===== config.mk =====
export PLATFORM = sky130hd
export DESIGN_NAME = rf_multiport
export DESIGN_NICKNAME = d
export VERILOG_FILES = /design/src/rtl/rf_pkg.sv /design/src/rtl/rf_scoreboard.sv /design/src/rtl/rf_multiport.sv
export SDC_FILE = /design/constraint.sdc
export NUM_CORES = 2
export LEC_CHECK = 0
export ABC_AREA = 1
export CELL_PAD_IN_SITES_DETAIL_PLACEMENT = 1
export CELL_PAD_IN_SITES_GLOBAL_PLACEMENT = 2
export CORE_UTILIZATION = 34
export CTS_BUF_LIST = sky130_fd_sc_hd__clkbuf_16
export DETAILED_ROUTE_END_ITERATION = 10
export PLACE_DENSITY = 0.73
export SLEW_MARGIN = 10
export SYNTH_ARGS = -nofsm -noshare
export SYNTH_HDL_FRONTEND = slang
export SYNTH_SLANG_ARGS = --single-unit
export TNS_END_PERCENT = 5

===== constraint.sdc =====
create_clock -name clk -period 6.55 [get_ports clk]
set_clock_uncertainty 0.05 [all_clocks]
set_input_delay 1.6375 -clock clk [delete_from_list [all_inputs] [get_ports clk]]
set_output_delay 1.6375 -clock clk [all_outputs]
set_load 0.05 [all_outputs]

===== src/rtl/rf_pkg.sv =====
// rf_pkg: shared widths and helpers for the multiport register file.
// Optional same-cycle write bypass is enabled by the RF_BYPASS_EN macro.
package rf_pkg;

  localparam int RF_DATA_W   = 32;
  localparam int RF_ADDR_W   = 5;
  localparam int RF_ZERO_REG = 0;

  // Bit offset of port i in a flattened bus of w-bit fields.
  function automatic int rf_off(input int i, input int w);
    return i * w;
  endfunction

endpackage


===== src/rtl/rf_scoreboard.sv =====
// rf_scoreboard: per-register busy bits and their registered popcount.
// Issue sets a bit, writeback clears it; a set beats a clear on one address.
module rf_scoreboard
  import rf_pkg::*;
#(
  parameter int ADDR_W = RF_ADDR_W
) (
  input  logic                   clk,
  input  logic                   rst,
  input  logic                   we0,
  input  logic [ADDR_W-1:0]      wa0,
  input  logic                   we1,
  input  logic [ADDR_W-1:0]      wa1,
  input  logic                   iss_en,
  input  logic [ADDR_W-1:0]      iss_addr,
  output logic [2**ADDR_W-1:0]   busy,
  output logic [ADDR_W:0]        busy_cnt
);

  localparam int NREG = 2**ADDR_W;

  logic [NREG-1:0] busy_nxt;
  logic [ADDR_W:0] cnt_nxt;

  // Next busy vector: clears first, then the issue set overrides them.
  always_comb begin
    busy_nxt = busy;
    if (we0) busy_nxt[wa0] = 1'b0;
    if (we1) busy_nxt[wa1] = 1'b0;
    if (iss_en) busy_nxt[iss_addr] = 1'b1;
    busy_nxt[RF_ZERO_REG] = 1'b0;
    cnt_nxt = '0;
    for (int j = 0; j < NREG; j++)
      cnt_nxt = cnt_nxt + (ADDR_W+1)'(busy_nxt[j]);
  end

  // Busy flops and the count that always equals their popcount.
  always_ff @(posedge clk) begin
    if (rst) begin
      busy     <= '0;
      busy_cnt <= '0;
    end else begin
      busy     <= busy_nxt;
      busy_cnt <= cnt_nxt;
    end
  end

endmodule


===== src/rtl/rf_multiport.sv =====
// rf_multiport: NUM_RD async read ports, two write ports, busy scoreboard.
// Define RF_BYPASS_EN to forward same-cycle write data to the read ports.
module rf_multiport
  import rf_pkg::*;
#(
  parameter int DATA_W = RF_DATA_W,
  parameter int ADDR_W = RF_ADDR_W,
  parameter int NUM_RD = 2
) (
  input  logic                     clk,
  input  logic                     rst,
  input  logic [NUM_RD*ADDR_W-1:0] ra,
  output logic [NUM_RD*DATA_W-1:0] rd,
  output logic [NUM_RD-1:0]        rd_busy,
  input  logic                     we0,
  input  logic [ADDR_W-1:0]        wa0,
  input  logic [DATA_W-1:0]        wd0,
  input  logic                     we1,
  input  logic [ADDR_W-1:0]        wa1,
  input  logic [DATA_W-1:0]        wd1,
  input  logic                     iss_en,
  input  logic [ADDR_W-1:0]        iss_addr,
  output logic [ADDR_W:0]          busy_cnt
);

  localparam int NREG = 2**ADDR_W;
  localparam logic [ADDR_W-1:0] ZERO = ADDR_W'(RF_ZERO_REG);

  logic [DATA_W-1:0] regs [NREG];
  logic [NREG-1:0]   busy;

  logic w0_ok;
  logic w1_ok;
  logic is_ok;

  assign w0_ok = we0 && (wa0 != ZERO);
  assign w1_ok = we1 && (wa1 != ZERO);
  assign is_ok = iss_en && (iss_addr != ZERO);

  rf_scoreboard #(
    .ADDR_W (ADDR_W)
  ) u_sb (
    .clk      (clk),
    .rst      (rst),
    .we0      (w0_ok),
    .wa0      (wa0),
    .we1      (w1_ok),
    .wa1      (wa1),
    .iss_en   (is_ok),
    .iss_addr (iss_addr),
    .busy     (busy),
    .busy_cnt (busy_cnt)
  );

  // Storage; port 1 is written last so it wins an address collision.
  always_ff @(posedge clk) begin
    if (rst) begin
      for (int k = 0; k < NREG; k++)
        regs[k] <= '0;
    end else begin
      if (w0_ok) regs[wa0] <= wd0;
      if (w1_ok) regs[wa1] <= wd1;
    end
  end

  // Read muxes and per-port busy lookup.
  always_comb begin
    logic [ADDR_W-1:0] a;
    a       = '0;
    rd      = '0;
    rd_busy = '0;
    for (int i = 0; i < NUM_RD; i++) begin
      a = ra[rf_off(i, ADDR_W) +: ADDR_W];
      rd[rf_off(i, DATA_W) +: DATA_W] =
        (a == ZERO) ? '0 : regs[a];
      rd_busy[i] = busy[a];
`ifdef RF_BYPASS_EN
      if (w1_ok && wa1 == a)
        rd[rf_off(i, DATA_W) +: DATA_W] = wd1;
      else if (w0_ok && wa0 == a)
        rd[rf_off(i, DATA_W) +: DATA_W] = wd0;
      if (((w0_ok && wa0 == a) || (w1_ok && wa1 == a))
          && !(is_ok && iss_addr == a))
        rd_busy[i] = 1'b0;
`endif
    end
  end

endmodule


* Word level (Yosys, flattened, before mapping)
Memory sizes are Yosys's and may differ from the RTL's. Cells that the tools add are included.
Operators by class: add/subtract/negate cells 30, order comparisons 8, multiplexer cells 29, bitwise gates (word level) 5, reduce and logical (&&, ||, !) cells 13
Operators with widths (number):
- 2-to-1 mux 32 bit | 7
- adder 6 x 1 -> 6 bit | 29
- AND 32 bit | 2
- NOT 32 bit | 2
- OR reduction 32 bit | 2
- bitwise OR 32 bit | 1
- less-than comparator 5 x 6 -> 1 bit (second input constant) | 5
- demux 1 bit (select 5 bit) | 3
- greater-or-equal comparator 5 x 1 -> 1 bit (second input constant) | 3
- 2-to-1 mux 1 bit | 15
- nonzero test 5 bit | 3
- binary-select mux 1 bit (select 5 bit) | 2
- zero test 5 bit | 2
- 2-to-1 mux 5 bit | 2
- logical AND 1 bit | 6
- adder 1 x 1 -> 2 bit | 1
Word-level totals: register bits after elaboration 38, bits in writable memories 1024, input port bits 94, output and inout bits 72, word-level logic and storage cells 89, memories 1
Memory list:
- regs | words 32, bits a word 32, read ports 2, clocked after Yosys merged registers in 0, wr ports 32, RTL line rf_multiport.sv:29 | logic [DATA_W-1:0] regs [NREG];

* Longest topological paths before layout
word-level depth 41, mapped depth 26, gate-level depth less buffers 26

* Cells and area by module
A second synthesis with hierarchy kept.
Unflattened totals: cell total of the unflattened synthesis 8109, area, all modules 64212.8 um^2
By module, submodules not included:
- rf_multiport | instances 1, cells an instance 7719, area each 61507.7 um^2, seq. area each 30749.5 um^2
- rf_scoreboard | instances 1, cells an instance 390, area each 2705.1 um^2, seq. area each 740.7 um^2

* Least setup slack after synthesis
OpenSTA, ideal clock, no wires.
path kind input port to flip-flop, start point input port wa1[0], end point register u_sb.busy_cnt[4], setup time 0.070 ns, arrival time 6.553 ns, required time 6.430 ns, setup slack -0.123 ns, stages on the path 23, buffers on the path 0, cells stage by stage inv_2 > nor2_1 > nand2_1 > nor2_1 > inv_1 > nand2_1 > a2bb2oi_1 > fa_1 > fa_1 > inv_1 > fa_1 > inv_1 > fa_1 > fa_1 > inv_1 > fa_1 > ha_1 > fa_1 > nand2_1 > nand2_1 > a21oi_1 > o21ai_0 > a21oi_1
On the way: cells in the longest elaborated chain, start to end 39, elaborated cells on any way between the ends 42, those cells by class 30 x add/sub; 2 x order compare; 4 x mux; 3 x bitwise; 3 x reduce/logical
Ends and longest elaborated chain:
- start: declaration | RTL line rf_multiport.sv:19 | input logic [ADDR_W-1:0] wa1,
- less-than comparator 5 x 6 -> 1 bit (not written as such) / greater-or-equal comparator 5 x 1 -> 1 bit (equally long branches) | RTL line rf_scoreboard.sv:29 | if (we1) busy_nxt[wa1] = 1'b0;
- logical AND 1 bit (not written as such) | RTL line rf_scoreboard.sv:29
- 2-to-1 mux 1 bit (not written as such) | RTL line rf_scoreboard.sv:29
- demux 1 bit (select 5 bit)
- NOT 32 bit (no line)
- AND 32 bit (no line)
- 2-to-1 mux 32 bit * | RTL line rf_scoreboard.sv:29
- bitwise OR 32 bit (no line)
- 2-to-1 mux 32 bit * | RTL line rf_scoreboard.sv:30 | if (iss_en) busy_nxt[iss_addr] = 1'b1;
- adder 1 x 1 -> 2 bit | RTL line rf_scoreboard.sv:34 | cnt_nxt = cnt_nxt + (ADDR_W+1)'(busy_nxt[j]);
- adder 6 x 1 -> 6 bit (28 in a row) | RTL line rf_scoreboard.sv:34
- adder 6 x 1 -> 6 bit * | RTL line rf_scoreboard.sv:34
- end signal: assignment | RTL line rf_scoreboard.sv:44 | busy_cnt <= cnt_nxt;
- end: declaration | RTL line rf_scoreboard.sv:17 | output logic [ADDR_W:0] busy_cnt
Every way passes the cells marked *; elsewhere a longest branch is shown, timed or not. A chain may end at the register's enable or synchronous reset.

* Worst setup path after layout
start point input port wa1[0], end point register u_sb.busy_cnt[4]
On the way: cells in the longest elaborated chain, start to end 39, elaborated cells on any way between the ends 42, those cells by class 30 x add/sub; 2 x order compare; 4 x mux; 3 x bitwise; 3 x reduce/logical
Ends and longest elaborated chain:
- less-than comparator 5 x 6 -> 1 bit (not written as such) / greater-or-equal comparator 5 x 1 -> 1 bit (equally long branches) | RTL line rf_scoreboard.sv:29
- logical AND 1 bit (not written as such) | RTL line rf_scoreboard.sv:29
- 2-to-1 mux 1 bit (not written as such) | RTL line rf_scoreboard.sv:29
- demux 1 bit (select 5 bit)
- NOT 32 bit (no line)
- AND 32 bit (no line)
- 2-to-1 mux 32 bit * | RTL line rf_scoreboard.sv:29
- bitwise OR 32 bit (no line)
- 2-to-1 mux 32 bit * | RTL line rf_scoreboard.sv:30
- net u_sb.busy_nxt[1] | RTL line rf_scoreboard.sv:22 | logic [NREG-1:0] busy_nxt;
- adder 1 x 1 -> 2 bit * | RTL line rf_scoreboard.sv:34
- adder 6 x 1 -> 6 bit * (29 in a row) | RTL line rf_scoreboard.sv:34
Mark *: on every way through the listed nets, which the timed path passes. The rest lies on a longest branch.

==> results.txt <==
----------------------------------------------------
[Logic synthesis]
  Multiplexer share of the synthesized area ... 0
  Synthesized-area fraction occupied by and/or/nand/nor cells ... 0.333
  Total standard cell area after synthesis ... 0.0648 sq mm
  XOR/XNOR Fraction of Synth Area ... 0
  FF+latch count, synth ... around 1100
  Synth warn ... 0
  Gate count of the mapped netlist ... 8499
  Cell variety after synth ... 38
  Number of enable-type register cells in the synthesized netlist ... 1024
  Largest family of logic cells by synthesized area ... simple AND/OR/NAND/NOR gates
  Sequential fraction of the synthesis area ... 0.486
  Mean instance size in the synthesized netlist ... 7.63 sq um
  Top FF cell, synth ... sky130_fd_sc_hd__edfxtp_1
  Area fraction in compound gates after synthesis ... 0.108
  Area share of fa/ha/maj cells after synthesis ... 0.00884
  Async set-reset flop share out of synthesis ... 0

[Critical path]
  Critical path data required time ... a little over 7 ns
  Number of cell instances on the worst register-to-register path ... 18
  Highest cell delay on the worst timing path ... between 0.5 and 0.6 ns
  Crit path buffers/inverters ... 5
  Setup slack of the most critical reg-to-reg path ... around 1.2 ns
  Crit-path max FO ... 4
  Worst Path Class, Setup ... in -> reg
  Reg2Reg Launch Point ... u_sb.busy[1]$_SDFF_PP0_
  Crit path from ... wa1[0]
  Worst Setup End Kind ... register
  Capturing element of the worst setup path ... u_sb.busy_cnt[4]$_SDFF_PP0_
  Cell occurring most often along the worst timing path ... sky130_fd_sc_hd__fa_1
  WP depth ... 22
  Signal arrival time at the worst endpoint ... roughly 7 ns
  Cell type of the slowest stage on the worst timing path ... sky130_fd_sc_hd__fa_1
  R2R Path End ... u_sb.busy_cnt[4]$_SDFF_PP0_
  Crit path launch type ... input port
  Critical path, cell by cell ... clkbuf_2 -> inv_2 -> nor2_2 -> nand2_4 -> o211ai_1 -> nand2_1 -> ha_1 -> inv_1 -> fa_1 -> fa_1 -> fa_1 -> fa_1 -> fa_1 -> inv_2 -> fa_1 -> ha_4 -> fa_2 -> nand2_2 -> nand2_2 -> a21oi_2 -> buf_4 -> a21oi_1
  Kind of cell adding the most delay to the critical path ... adder cells

[Drt]
  Vias per Instance ... approximately 6.4
  Starting DRT DRC Count ... 9023
  DRC viols ... 0
  Met3 Wirelength ... 41800 um
  WL final ... ~400000 um
  Post-DR wirelength/cell ... around 36 um
  Uppermost routed layer ... met5
  Via count ... slightly above 70000
  Number of nets still failing antenna checks after routing ... 0
  Met2 Wirelength ... around 170000 um
  Number of detailed-routing iterations run before antenna repair ... 8
  Met1 layer wirelength in the final routing ... 150000 um

[Clock tree]
  Worst-path clk slew ... roughly 0.050 ns
  CTS tree ... built
  Number of buffers added to fix hold violations after cts ... 0
  Root cell of the clock tree ... sky130_fd_sc_hd__clkbuf_16
  H-tree levels ... 4
  Clock buffer count from CTS ... 137
  Total clock sinks ... between 1000 and 1500
  Clk Latency, worst-skew pair ... between 0.8 and 0.9 ns
  Buffer depth of the longest clock path ... 3

[STA]
  Final Hold Fails ... 0
  Least-Margin Pin Slew ... 1.41 ns
  Unrepaired setup endpoints after global routing ... false
  Relative slew slack ... 0.0578
  Tmin final ... 6.39 ns
  Fmax achieved ... 0.156 GHz
  Fraction of the cycle the final worst path needs ... 0.976
  Slew Viols, Final ... 0
  Setup-failing EPs final ... 0

[Run]
  Number of max-cap violations ... 0

[Global route]
  Total Routing Usage GR ... 0.406
  Overflow left after global routing ... 0
  Wire length of the first global-routing pass ... 551000 um
  Initial antenna violation count ... 10
  Number of global-route vias before repair ... 71346
  Largest net degree at the start of global routing ... roughly 130

[Final layout]
  Final core area utilization ... 0.405
  Most used cells in the layout excluding fill and tap cells ... sky130_fd_sc_hd__nand2_1, sky130_fd_sc_hd__nand3_1, sky130_fd_sc_hd__edfxtp_1
  Layout net count ... about 8700
  Final instance area ... 0.0764 sq mm
  Commonest non-fill, non-tap cell in the layout ... sky130_fd_sc_hd__nand2_1
  Fraction of final layout cells with drive strength greater than 1 ... 0.107
  Layout Area Growth over Synthesis ... 17.9%

[Power]
  Worst-case vdd ir drop ... between 200 and 250 uV
  Power per unit of standard cell area ... between 200 and 250 mW/mm^2
  Overall power ... around 19 mW
  Leakage power ... ~30 nW

[Die]
  Chip Height ... ~440 um
  DIE WIDTH ... between 400 and 500 um
  Starting density of the core ... 0.344
  I/O pin count ... 166
  Core Box Area ... ~0.19 sq mm
  Area of the die ... 0.192 sq mm
  Cell Rows ... about 160

[Place]
  Count of input and output buffers ... approximately 170
  HPWL Detailed ... roughly 250000 um
  Cell area after placement ... 0.0721 sq mm
  Routability-driven placement congestion ratio ... ~0.95

[Outcome]
  Outcome ... complete, no violations

[Hold path]
  Hold/Removal Path Class ... reg -> reg

----------------------------------------------------
## registers in the layout, summed over array words and instances, names as in the netlist
name           flops
u_sb.busy_cnt      6
regs            1024
u_sb.busy         31
## synthesized netlist by cell type (90+ instances only)
cell type                  number  area share
sky130_fd_sc_hd__a21oi_1      113      0.0087
sky130_fd_sc_hd__buf_1         90      0.0052
sky130_fd_sc_hd__buf_2        255       0.020
sky130_fd_sc_hd__clkbuf_1     453       0.026
sky130_fd_sc_hd__edfxtp_1    1024        0.47
sky130_fd_sc_hd__inv_1        123      0.0071
sky130_fd_sc_hd__nand2_1     2966        0.17
sky130_fd_sc_hd__nand3_1     1735        0.13
sky130_fd_sc_hd__nor2_1       384       0.022
sky130_fd_sc_hd__o21ai_0      315       0.024
sky130_fd_sc_hd__o21ai_1      291       0.022
sky130_fd_sc_hd__o22ai_1      504       0.049
## report_power, final
group | leakage (nW) | internal, mW | total (mW) | switching (mW)
logic | 17.6 | 0.991 | 3.57 | 2.58
clock network | 2.18 | 4.02 | 7.25 | 3.23
registers | 10.1 | 7.87 | 8.09 | 0.228
## per-layer routing
metal	GRT usage	vias to the layer above
li1	-	29442
met4	0.307	4
met1	0.502	35930
met3	0.0898	1345
met5	0	-
met2	0.620	4733
## what timing repair did
item,in CTS,in global routing
pin swaps,1,19
setup buffers,2,5
gates resized for setup,21,51
gates cloned,0,0
setup endpoints to repair,3,4
## worst reg2reg max path, delay by kind of cell (launching register included)
| family | cells | cell delay, ns |
|---|---|---|
| buf+inv | 3 | 0.22 |
| simple gates | 3 | 0.22 |
| compound gates | 3 | 0.38 |
| fa+ha+maj | 9 | 4.00 |
| flops | 1 | 0.39 |
## worst min path at each step
| stage | to | cells after the start | start | slack [ns] |
|---|---|---|---|---|
| after floorplan | u_sb.busy[2]$_SDFF_PP0_ | 2 | u_sb.busy[2]$_SDFF_PP0_ | 0.43 |
| after global placement | u_sb.busy[4]$_SDFF_PP0_ | 2 | u_sb.busy[4]$_SDFF_PP0_ | 0.46 |
| after detailed placement | u_sb.busy[6]$_SDFF_PP0_ | 2 | u_sb.busy[6]$_SDFF_PP0_ | 0.46 |
| after CTS | u_sb.busy[6]$_SDFF_PP0_ | 2 | u_sb.busy[6]$_SDFF_PP0_ | 0.47 |
| after global routing | u_sb.busy[6]$_SDFF_PP0_ | 2 | u_sb.busy[6]$_SDFF_PP0_ | 0.50 |
| final | u_sb.busy[4]$_SDFF_PP0_ | 2 | u_sb.busy[4]$_SDFF_PP0_ | 0.47 |
## final cells by class
class                      instances  area, sq um
antenna                            7         17.5
inverter                         210          833
timing repair buffer             678         7060
sequential                      1061        31500
clock buffer                     142         3550
tap                             2495         3120
fill                           22580       112000
multi-input combinational       6448        29800
clock inverter                   101          548
## stage by stage
stage,std cells,worst slack [ns],hold slack [ns],TNS [ns]
after floorplan,8530,0.00521,0.426,0
after global placement,10884,-1.08,0.462,-4.83
after detailed placement,10884,-1.13,0.461,-4.99
after CTS,11129,0.0103,0.471,0
after global routing,11138,0.0170,0.504,0
final,11142,0.160,0.471,0
## logic make-up after synthesis
kind of cell / count (synthesis)
flip-flops: 1061
other: 1
adder cells (fa/ha/maj): 32
AND/OR/NAND/NOR: 5134
buffers and inverters: 1021
AO/OA/AOI/OAI: 1250
Note: power is estimated with default switching activity, not from simulation.
